## config.mk

```make
export PLATFORM = sky130hd
export DESIGN_NAME = vga_sync_gen_flat
export DESIGN_NICKNAME = d
export VERILOG_FILES = /design/src/rtl/vga_sync_gen_if.sv /design/src/rtl/vga_sync_gen.sv /design/src/flat_wrapper.sv
export SDC_FILE = /design/constraint.sdc
export NUM_CORES = 1
export LEC_CHECK = 0
export ABC_CLOCK_PERIOD_IN_PS = 2650
export BUFFER_PORTS_ARGS = -buffer_cell sky130_fd_sc_hd__buf_2
export CELL_PAD_IN_SITES_DETAIL_PLACEMENT = 0
export CELL_PAD_IN_SITES_GLOBAL_PLACEMENT = 1
export CORE_UTILIZATION = 40
export DETAILED_ROUTE_END_ITERATION = 10
export PLACE_DENSITY_LB_ADDON = 0.1
export SYNTH_ARGS = -nofsm -noshare
export SYNTH_HDL_FRONTEND = slang
export SYNTH_SLANG_ARGS = --single-unit
```

## constraint.sdc

```tcl
create_clock -name CLK -period 2.65 [get_ports CLK]
set_input_delay 0 -clock CLK [delete_from_list [all_inputs] [get_ports CLK]]
set_output_delay 0 -clock CLK [all_outputs]
set_load 0.01 [all_outputs]
```

## src/rtl/vga_sync_gen_if.sv

```systemverilog
// -----------------------------------------------------------------------------
// vga_sync_gen_if
// Bundles the pixel-enable input and all timing outputs of vga_sync_gen so the
// generator and whatever consumes its timing share one connection.
//
// Parameters:
//   COUNT_W       width of the column/row position counters
//
// Signals:
//   i_En          pixel enable (consumer -> generator)
//   o_HSync       horizontal sync at the configured polarity
//   o_VSync       vertical sync at the configured polarity
//   o_Active      high while the current position is visible
//   o_FrameStart  one-cycle pulse when the position becomes (0,0)
//   o_CountCol    current column
//   o_CountRow    current row
//   o_FrameCount  frame counter (constant 0 unless enabled in the generator)
//
// Modports:
//   master        the timing generator
//   slave         the consumer of the timing
// -----------------------------------------------------------------------------
interface vga_sync_gen_if #(
   parameter int COUNT_W = 10
);
   logic               i_En;
   logic               o_HSync;
   logic               o_VSync;
   logic               o_Active;
   logic               o_FrameStart;
   logic [COUNT_W-1:0] o_CountCol;
   logic [COUNT_W-1:0] o_CountRow;
   logic [7:0]         o_FrameCount;

   modport master (
      input  i_En,
      output o_HSync,
      output o_VSync,
      output o_Active,
      output o_FrameStart,
      output o_CountCol,
      output o_CountRow,
      output o_FrameCount
   );

   modport slave (
      output i_En,
      input  o_HSync,
      input  o_VSync,
      input  o_Active,
      input  o_FrameStart,
      input  o_CountCol,
      input  o_CountRow,
      input  o_FrameCount
   );
endinterface

```

## src/rtl/vga_sync_gen.sv

```systemverilog
// -----------------------------------------------------------------------------
// vga_sync_gen
// Raster timing generator. Walks a column/row position through
// active -> front porch -> sync -> back porch on both axes, advancing one
// pixel per enabled clock, and decodes sync, visible-area and frame-start
// flags for that position.
//
// Ports:
//   CLK       system clock, all logic on the rising edge
//   i_Reset   synchronous active-high reset, overrides the pixel enable
//   bus       vga_sync_gen_if.master: i_En in; o_HSync, o_VSync, o_Active,
//             o_FrameStart, o_CountCol, o_CountRow, o_FrameCount out
//
// Build option:
//   VGA_SYNC_FRAME_CNT_EN  when defined, o_FrameCount counts frame starts
//                          (wrapping 255 -> 0); otherwise it is tied to 0.
//
// All outputs come from registers loaded on the same edge from the same
// next-position value, so the flags always describe the position currently
// shown on o_CountCol/o_CountRow. Reset parks the position on the last pixel
// of the frame so the first enabled cycle lands on (0,0).
// -----------------------------------------------------------------------------
module vga_sync_gen #(
   parameter int H_ACTIVE = 640,
   parameter int H_FRONT  = 18,
   parameter int H_PULSE  = 92,
   parameter int H_BACK   = 50,
   parameter int V_ACTIVE = 480,
   parameter int V_FRONT  = 10,
   parameter int V_PULSE  = 2,
   parameter int V_BACK   = 33,
   parameter int H_POL    = 0,
   parameter int V_POL    = 0,
   parameter int COUNT_W  = 10
) (
   input  logic           CLK,
   input  logic           i_Reset,
   vga_sync_gen_if.master bus
);

   localparam int H_TOTAL = H_ACTIVE + H_FRONT + H_PULSE + H_BACK;
   localparam int V_TOTAL = V_ACTIVE + V_FRONT + V_PULSE + V_BACK;

   // Decode comparisons use one extra bit so that thresholds equal to
   // 2^COUNT_W still compare correctly.
   localparam int XW = COUNT_W + 1;

   localparam logic [COUNT_W-1:0] ZERO_C = COUNT_W'(0);
   localparam logic [COUNT_W-1:0] ONE_C  = COUNT_W'(1);
   localparam logic [COUNT_W-1:0] H_LAST = COUNT_W'(H_TOTAL - 1);
   localparam logic [COUNT_W-1:0] V_LAST = COUNT_W'(V_TOTAL - 1);

   localparam logic [XW-1:0] H_ACT_X     = XW'(H_ACTIVE);
   localparam logic [XW-1:0] H_SYNC_LO_X = XW'(H_ACTIVE + H_FRONT);
   localparam logic [XW-1:0] H_SYNC_HI_X = XW'(H_ACTIVE + H_FRONT + H_PULSE - 1);
   localparam logic [XW-1:0] V_ACT_X     = XW'(V_ACTIVE);
   localparam logic [XW-1:0] V_SYNC_LO_X = XW'(V_ACTIVE + V_FRONT);
   localparam logic [XW-1:0] V_SYNC_HI_X = XW'(V_ACTIVE + V_FRONT + V_PULSE - 1);

   localparam logic H_ON = (H_POL != 0) ? 1'b1 : 1'b0;
   localparam logic V_ON = (V_POL != 0) ? 1'b1 : 1'b0;

   // Inclusive window test used for both sync pulses.
   function automatic logic in_window(
      input logic [XW-1:0] pos,
      input logic [XW-1:0] lo,
      input logic [XW-1:0] hi
   );
      in_window = (pos >= lo) && (pos <= hi);
   endfunction

   logic [COUNT_W-1:0] col_r;
   logic [COUNT_W-1:0] row_r;
   logic               hsync_r;
   logic               vsync_r;
   logic               active_r;
   logic               frame_start_r;

   logic [COUNT_W-1:0] col_nxt_s;
   logic [COUNT_W-1:0] row_nxt_s;
   logic [XW-1:0]      col_nxt_x_s;
   logic [XW-1:0]      row_nxt_x_s;
   logic               hsync_nxt_s;
   logic               vsync_nxt_s;
   logic               active_nxt_s;
   logic               origin_s;

   // Next position: column wraps at the end of a line, row steps only on a
   // column wrap and wraps at the end of the frame.
   always_comb begin
      col_nxt_s = col_r;
      row_nxt_s = row_r;
      if (col_r == H_LAST) begin
         col_nxt_s = ZERO_C;
         if (row_r == V_LAST) begin
            row_nxt_s = ZERO_C;
         end else begin
            row_nxt_s = row_r + ONE_C;
         end
      end else begin
         col_nxt_s = col_r + ONE_C;
         row_nxt_s = row_r;
      end
   end

   // Flags decoded from the next position, so they load alongside it.
   always_comb begin
      col_nxt_x_s  = {1'b0, col_nxt_s};
      row_nxt_x_s  = {1'b0, row_nxt_s};
      hsync_nxt_s  = in_window(col_nxt_x_s, H_SYNC_LO_X, H_SYNC_HI_X) ? H_ON : ~H_ON;
      vsync_nxt_s  = in_window(row_nxt_x_s, V_SYNC_LO_X, V_SYNC_HI_X) ? V_ON : ~V_ON;
      active_nxt_s = (col_nxt_x_s < H_ACT_X) && (row_nxt_x_s < V_ACT_X);
      origin_s     = (col_nxt_s == ZERO_C) && (row_nxt_s == ZERO_C);
   end

   // Position and flag registers: reset parks on the last pixel with syncs
   // inactive; a disabled cycle holds everything but clears the start pulse.
   always_ff @(posedge CLK) begin
      if (i_Reset) begin
         col_r         <= H_LAST;
         row_r         <= V_LAST;
         hsync_r       <= ~H_ON;
         vsync_r       <= ~V_ON;
         active_r      <= 1'b0;
         frame_start_r <= 1'b0;
      end else if (bus.i_En) begin
         col_r         <= col_nxt_s;
         row_r         <= row_nxt_s;
         hsync_r       <= hsync_nxt_s;
         vsync_r       <= vsync_nxt_s;
         active_r      <= active_nxt_s;
         frame_start_r <= origin_s;
      end else begin
         frame_start_r <= 1'b0;
      end
   end

`ifdef VGA_SYNC_FRAME_CNT_EN
   logic [7:0] frame_cnt_r;

   // Frame counter steps on the same edge that raises o_FrameStart.
   always_ff @(posedge CLK) begin
      if (i_Reset) begin
         frame_cnt_r <= 8'd0;
      end else if (bus.i_En && origin_s) begin
         frame_cnt_r <= frame_cnt_r + 8'd1;
      end else begin
         frame_cnt_r <= frame_cnt_r;
      end
   end

   assign bus.o_FrameCount = frame_cnt_r;
`else
   assign bus.o_FrameCount = 8'd0;
`endif

   assign bus.o_CountCol   = col_r;
   assign bus.o_CountRow   = row_r;
   assign bus.o_HSync      = hsync_r;
   assign bus.o_VSync      = vsync_r;
   assign bus.o_Active     = active_r;
   assign bus.o_FrameStart = frame_start_r;

endmodule

```

## src/flat_wrapper.sv

```systemverilog
// flat-port wrapper written by rule: the top's interface ports become plain ports
module vga_sync_gen_flat 
#(
   parameter int H_ACTIVE = 640,
   parameter int H_FRONT  = 18,
   parameter int H_PULSE  = 92,
   parameter int H_BACK   = 50,
   parameter int V_ACTIVE = 480,
   parameter int V_FRONT  = 10,
   parameter int V_PULSE  = 2,
   parameter int V_BACK   = 33,
   parameter int H_POL    = 0,
   parameter int V_POL    = 0,
   parameter int COUNT_W  = 10
)
  (CLK, i_Reset, bus_i_En, bus_o_HSync, bus_o_VSync, bus_o_Active, bus_o_FrameStart, bus_o_CountCol, bus_o_CountRow, bus_o_FrameCount);
  vga_sync_gen_if #(.COUNT_W(COUNT_W)) bus_i ();
  input  logic CLK;
  input  logic i_Reset;
  input wire logic [$bits(bus_i.i_En)-1:0] bus_i_En;
  output wire logic [$bits(bus_i.o_HSync)-1:0] bus_o_HSync;
  output wire logic [$bits(bus_i.o_VSync)-1:0] bus_o_VSync;
  output wire logic [$bits(bus_i.o_Active)-1:0] bus_o_Active;
  output wire logic [$bits(bus_i.o_FrameStart)-1:0] bus_o_FrameStart;
  output wire logic [$bits(bus_i.o_CountCol)-1:0] bus_o_CountCol;
  output wire logic [$bits(bus_i.o_CountRow)-1:0] bus_o_CountRow;
  output wire logic [$bits(bus_i.o_FrameCount)-1:0] bus_o_FrameCount;
  assign bus_i.i_En = bus_i_En;
  assign bus_o_HSync = bus_i.o_HSync;
  assign bus_o_VSync = bus_i.o_VSync;
  assign bus_o_Active = bus_i.o_Active;
  assign bus_o_FrameStart = bus_i.o_FrameStart;
  assign bus_o_CountCol = bus_i.o_CountCol;
  assign bus_o_CountRow = bus_i.o_CountRow;
  assign bus_o_FrameCount = bus_i.o_FrameCount;
  vga_sync_gen #(.H_ACTIVE(H_ACTIVE), .H_FRONT(H_FRONT), .H_PULSE(H_PULSE), .H_BACK(H_BACK), .V_ACTIVE(V_ACTIVE), .V_FRONT(V_FRONT), .V_PULSE(V_PULSE), .V_BACK(V_BACK), .H_POL(H_POL), .V_POL(V_POL), .COUNT_W(COUNT_W)) u_core (.CLK(CLK), .i_Reset(i_Reset), .bus(bus_i));
endmodule
```

# Yosys cells after proc, flatten, opt, wreduce, memory -nomap -nowiden
# Cells that the tools add are included.
dict set report classes {
  n_addsub 2
  order_cmp 6
  n_eq_ne 2
  n_mux 5
  bitwise_logic 1
  n_reduce_logical 7
}
# operator n
set op_table {}
lappend op_table {{$mux 10} 3}
lappend op_table {{$add 10x1->10 const B} 2}
lappend op_table {{$eq 10x10->1 const B} 2}
lappend op_table {{$logic_not 10->1} 2}
lappend op_table {{$ge 10x10->1 const B} 1}
lappend op_table {{$ge 10x9->1 const B} 1}
lappend op_table {{$le 10x10->1 const B} 1}
lappend op_table {{$le 10x9->1 const B} 1}
lappend op_table {{$lt 10x10->1 const B} 1}
lappend op_table {{$lt 10x9->1 const B} 1}
lappend op_table {{$logic_and 1x1->1} 4}
lappend op_table {{$mux 1} 2}
lappend op_table {{$reduce_or 2->1} 1}
lappend op_table {{$not 1->1} 1}
dict set report totals {
  regBits 24
  in_bits 3
  out_inout_bits 32
  word_cells 29
}

# Depth between registers and ports, before layout
dict set report depth {
  word_depth 6
  mapped_depth 9
}

# Worst setup path before layout
# Ideal clock, no wire load.
dict set report synth_timing {
  path_type {register to register}
  from {register u_core.col_r[0] (netlist: u_core.bus.o_CountCol[0])}
  to {register u_core.vsync_r (netlist: u_core.bus.o_VSync)}
  arrival_time_ps 1979
  required_time_ps 2505
  setup_slack_ps 526
  path_stages_with_launch 8
  n_path_buf 0
  period_less_slack_ps 2124
  path_cell_list {dfxtp_1 -> ha_1 -> nand4_1 -> nor3_4 -> nand3_1 -> xor2_1 -> nor4_1 -> a41oi_1}
}
dict set report synth_between {
  elab_chain_len 5
  word_cells_on_any_way 6
  cone_classes {2 x order compare; 1 x eq/ne; 2 x mux; 1 x reduce/logical}
}
# item line
set synth_lines {}
lappend synth_lines {{from (decl)} vga_sync_gen.sv:72} ;# logic [COUNT_W-1:0] col_r;
lappend synth_lines {{from (signal assigned)} vga_sync_gen.sv:127} ;# col_r <= col_nxt_s;
lappend synth_lines {{$eq 10x10->1 (*)} vga_sync_gen.sv:93} ;# if (col_r == H_LAST) begin
lappend synth_lines {{$mux 10 (*)} vga_sync_gen.sv:93}
lappend synth_lines {{$ge 10x9->1 / $le 10x9->1 (equally long branches)} vga_sync_gen.sv:69} ;# in_window = (pos >= lo) && (pos <= hi);
lappend synth_lines {{$logic_and 1x1->1 (*)} vga_sync_gen.sv:69}
lappend synth_lines {{$mux 1 (*)} vga_sync_gen.sv:111} ;# vsync_nxt_s = in_window(row_nxt_x_s, V_SYNC_LO_X, V_SYNC_HI_X) ? V_ON : ~V_ON;
lappend synth_lines {{to (signal assigned)} vga_sync_gen.sv:123} ;# vsync_r <= ~V_ON;
lappend synth_lines {{to (signal assigned)} vga_sync_gen.sv:130} ;# vsync_r <= vsync_nxt_s;
lappend synth_lines {{to (decl)} vga_sync_gen.sv:75} ;# logic vsync_r;
# Mark *: on every way between the ends. The rest lies on a longest branch, timed or not.
# A chain may end at the register's enable or synchronous reset.

# Worst setup path after layout
dict set report layout_timing {
  from {register u_core.col_r[1] (netlist: u_core.bus.o_CountCol[1])}
  to {register u_core.vsync_r (netlist: u_core.bus.o_VSync)}
}
# Same word-level chain as after synthesis.

==> results.tsv <==
stage	metric	value	unit
worst_setup_path	required	2.78	ns
worst_setup_path	crit_fanout	8	
clock_tree	post_cts_resized	0	
route	post_drt_wl_per_cell	15.66	um
hold_path	hold_class	in2reg	
timing	finalCriticalPeriod	2.345	ns
yosys	postSynthAreaPerCell	7.801	um^2
yosys	synthTopCellsByArea	dfxtp_1, xor2_1, ha_1	
hold_path	hold_end	u_core.bus.o_CountCol[7]	
yosys	ys.flop_type	dfxtp_1	
yosys	synth_compound_area_share	17.92	%
timing	tns	0	ns
timing	finalHoldViolCount	0	
clock_tree	numCtsBuffers	3	
worst_setup_path	crit_type	reg2reg	
yosys	synth_top_area_cell	dfxtp_1	
worst_setup_path	critPathArrivalTime	2.47	ns
yosys	synth_xor_area_share	8.298	%
floorplan	die_area	4758	um^2
global_routing	grt_pass1_vias	1445	
pwr	p_per_area	565.1	nW/um^2
worst_setup_path	ff2ff_path_depth	7	
yosys	ys_ff_latch	24	
route	first_pass_iters	4	
worst_setup_path	rr_endpoint	u_core.bus.o_VSync	
yosys	syn_inst	230	
yosys	ys_async_sr_fraction	0	%
timing	finalCritPeriodShare	88.48	%
timing	max_slew_margin	64.13	%
place	place_area	1934	um^2
place	place_congestion	0.7733	
yosys	yosys_warnings	0	
job	cap_violations	0	
finish	fin_nets	261	
yosys	synthMuxAreaShare	0.5579	%
place	dp_cells	297	
finish	antenna_cells	0	
timing	rsz0062_at_grt	false	
finish	fin_util	48.01	%
hold_path	min_from	i_Reset	
place	place.port_buffers	26	
yosys	yosysUniqueCellTypes	51	
global_routing	grt_overflow	0	
place	dpl.hpwl	3.449	mm
route	initialDrtViolationCount	89	
clock_tree	cts_root_buffer	clkbuf_8	
worst_setup_path	cp-end-kind	flop	
route	wirelength	4.714	mm
clock_tree	ctsHoldBuffers	0	
timing	worst_slew_pin_slew	0.5355	ns
global_routing	antenna_found_initial	0	
timing	skew	0.002959	ns
yosys	synth_edf_count	0	
clock_tree	clk_latency	0.27	ns
finish	fin_cells	301	
yosys	synth_top_family_by_area	simple AND/OR/NAND/NOR gates	
clock_tree	cts.sinks	24	
yosys	yosys.area_share.simple	32.01	%
clock_tree	postCtsSetupBuffers	0	
worst_setup_path	r2r-start	u_core.bus.o_CountCol[1]	
yosys	yosys-top-cells-count	dfxtp_1, nand2_1, nor2_1, o21ai_0	
finish	stdcell_area	1989	um^2
floorplan	dieHeight	68.98	um
floorplan	initial_core_util	43.30	%
clock_tree	cts_tree	done	
floorplan	core	4144	um^2
yosys	synth.cell_area	1794	um^2
floorplan	row_count	23	
place	place_ws	0.2984	ns
floorplan	die_w	68.98	um
worst_setup_path	crit_path_start_kind	flop	
finish	areaGrowthSynthToFinish	10.88	%
global_routing	grt_pass1_wl	7.472	mm
yosys	synthDominantCellAreaShare	26.78	%
run_status	outcome	completed	
timing	setup_viol	0	
timing	slew_violations	0	
yosys	synthAdderAreaFrac	4.184	%
route	vias_per_cell	5.718	
pwr	peakVddDrop	366.3	uV
route	via_count	1721	
route	drcViolationCount	0	
finish	layout-drive-gt1-share	19.92	%
yosys	ys_seq_area_share	26.78	%
hold_path	min_path_cells	2	
route	ant_nets	0	
clock_tree	cts_htree_levels	1	
worst_setup_path	r2r_setup_slack	0.31	ns
global_routing	grt_usage	21.82	%
global_routing	grt_max_degree	30	
clock_tree	cts.clk_slew.worst_paths	0.09	ns
floorplan	io_pins	35	
timing	max_freq	0.4265	GHz
timing	fin_ws	0.3052	ns
yosys	synth_most_common_cell	dfxtp_1	
pwr	leakage	0.8277	nW
clock_tree	clockBufferDepth	2	
[sequential cells by signal, summed over array words and instances, names as in the netlist]
register / cells
u_core.bus.o_FrameStart: 1
u_core.bus.o_CountRow: 10
u_core.bus.o_CountCol: 10
u_core.bus.o_VSync: 1
u_core.bus.o_HSync: 1
u_core.bus.o_Active: 1
[area by class of cell]
cell class / count / area, um^2
Tap cell: 50 / 62.56
Multi-Input combinational cell: 180 / 1160
Clock buffer: 4 / 55.05
Timing Repair Buffer: 36 / 205.2
Fill cell: 419 / 2155
Inverter: 7 / 26.28
Sequential cell: 24 / 480.5
[where the power goes]
part / internal, W / total (W) / switching [W]
combinational: 0.000171 / 0.000455 / 0.000284
sequential: 0.000385 / 0.000412 / 0.0000272
clock: 0.000133 / 0.000257 / 0.000124
[cell usage in the layout (no fill, tap or decap), drive strengths merged, types with 2 or more instances in the layout]
cell type	count
nand3	12
nand2	19
o211ai	4
o21a	2
and3	7
buf	36
o21ai	14
nor3	10
xnor2	6
nor2	18
nand4	10
o41ai	2
nor4	5
xor2	11
or3	4
conb	8
and4	3
a41oi	2
a211oi	2
clkbuf	4
a21oi	8
nand3b	4
a31oi	3
nand2b	3
dfxtp	24
inv	7
a31o	2
ha	6
o21bai	2
[how the worst max path moves through the flow]
stage / from / endpoint / cells past startpoint
global route: u_core.bus.o_CountCol[1] / u_core.bus.o_VSync / 7
floorplan: u_core.bus.o_CountCol[0] / u_core.bus.o_VSync / 7
global placement: u_core.bus.o_CountCol[7] / u_core.bus.o_FrameStart / 6
detailed placement: u_core.bus.o_CountCol[1] / u_core.bus.o_VSync / 7
finish: u_core.bus.o_CountCol[1] / u_core.bus.o_VSync / 7
CTS: u_core.bus.o_CountCol[1] / u_core.bus.o_FrameStart / 7
[cell families (layout without fill, tap and decap cells)]
kind of cell	after synthesis	in the layout
AND/OR/NAND/NOR	100	100
AO/OA/AOI/OAI	48	48
buffers and inverters	33	47
flip-flops	24	24
XOR/XNOR	17	17
adder cells (fa/ha/maj)	6	6
other	1	8
multiplexers	1	1
[worst max-delay path, stage by stage (launching register included)]
cell     delay, ns
dfxtp_1       0.41
ha_1          0.19
nand4_1       0.26
nor3_4        0.42
nand3_1       0.14
xor2_1        0.18
nor4_1        0.42
a41oi_1       0.17
[metal layers]
metal	GRT usage, %	up-vias	share of wire [%]
li1	-	863	-
met1	31.59	804	48
met2	32.52	50	46
met3	4.112	4	4.9
met4	5.867	0	0.83
met5	0	-	0
[stage by stage]
stage                     total power (W)  hold WS (ns)
after floorplan                 0.0007629        0.1195
after global placement          0.0008759        0.3766
after detailed placement        0.0008746        0.3795
after CTS                        0.001137       0.08823
after global routing             0.001205       0.09401
final                            0.001124       0.08575
(Power assumes the default switching activity.)
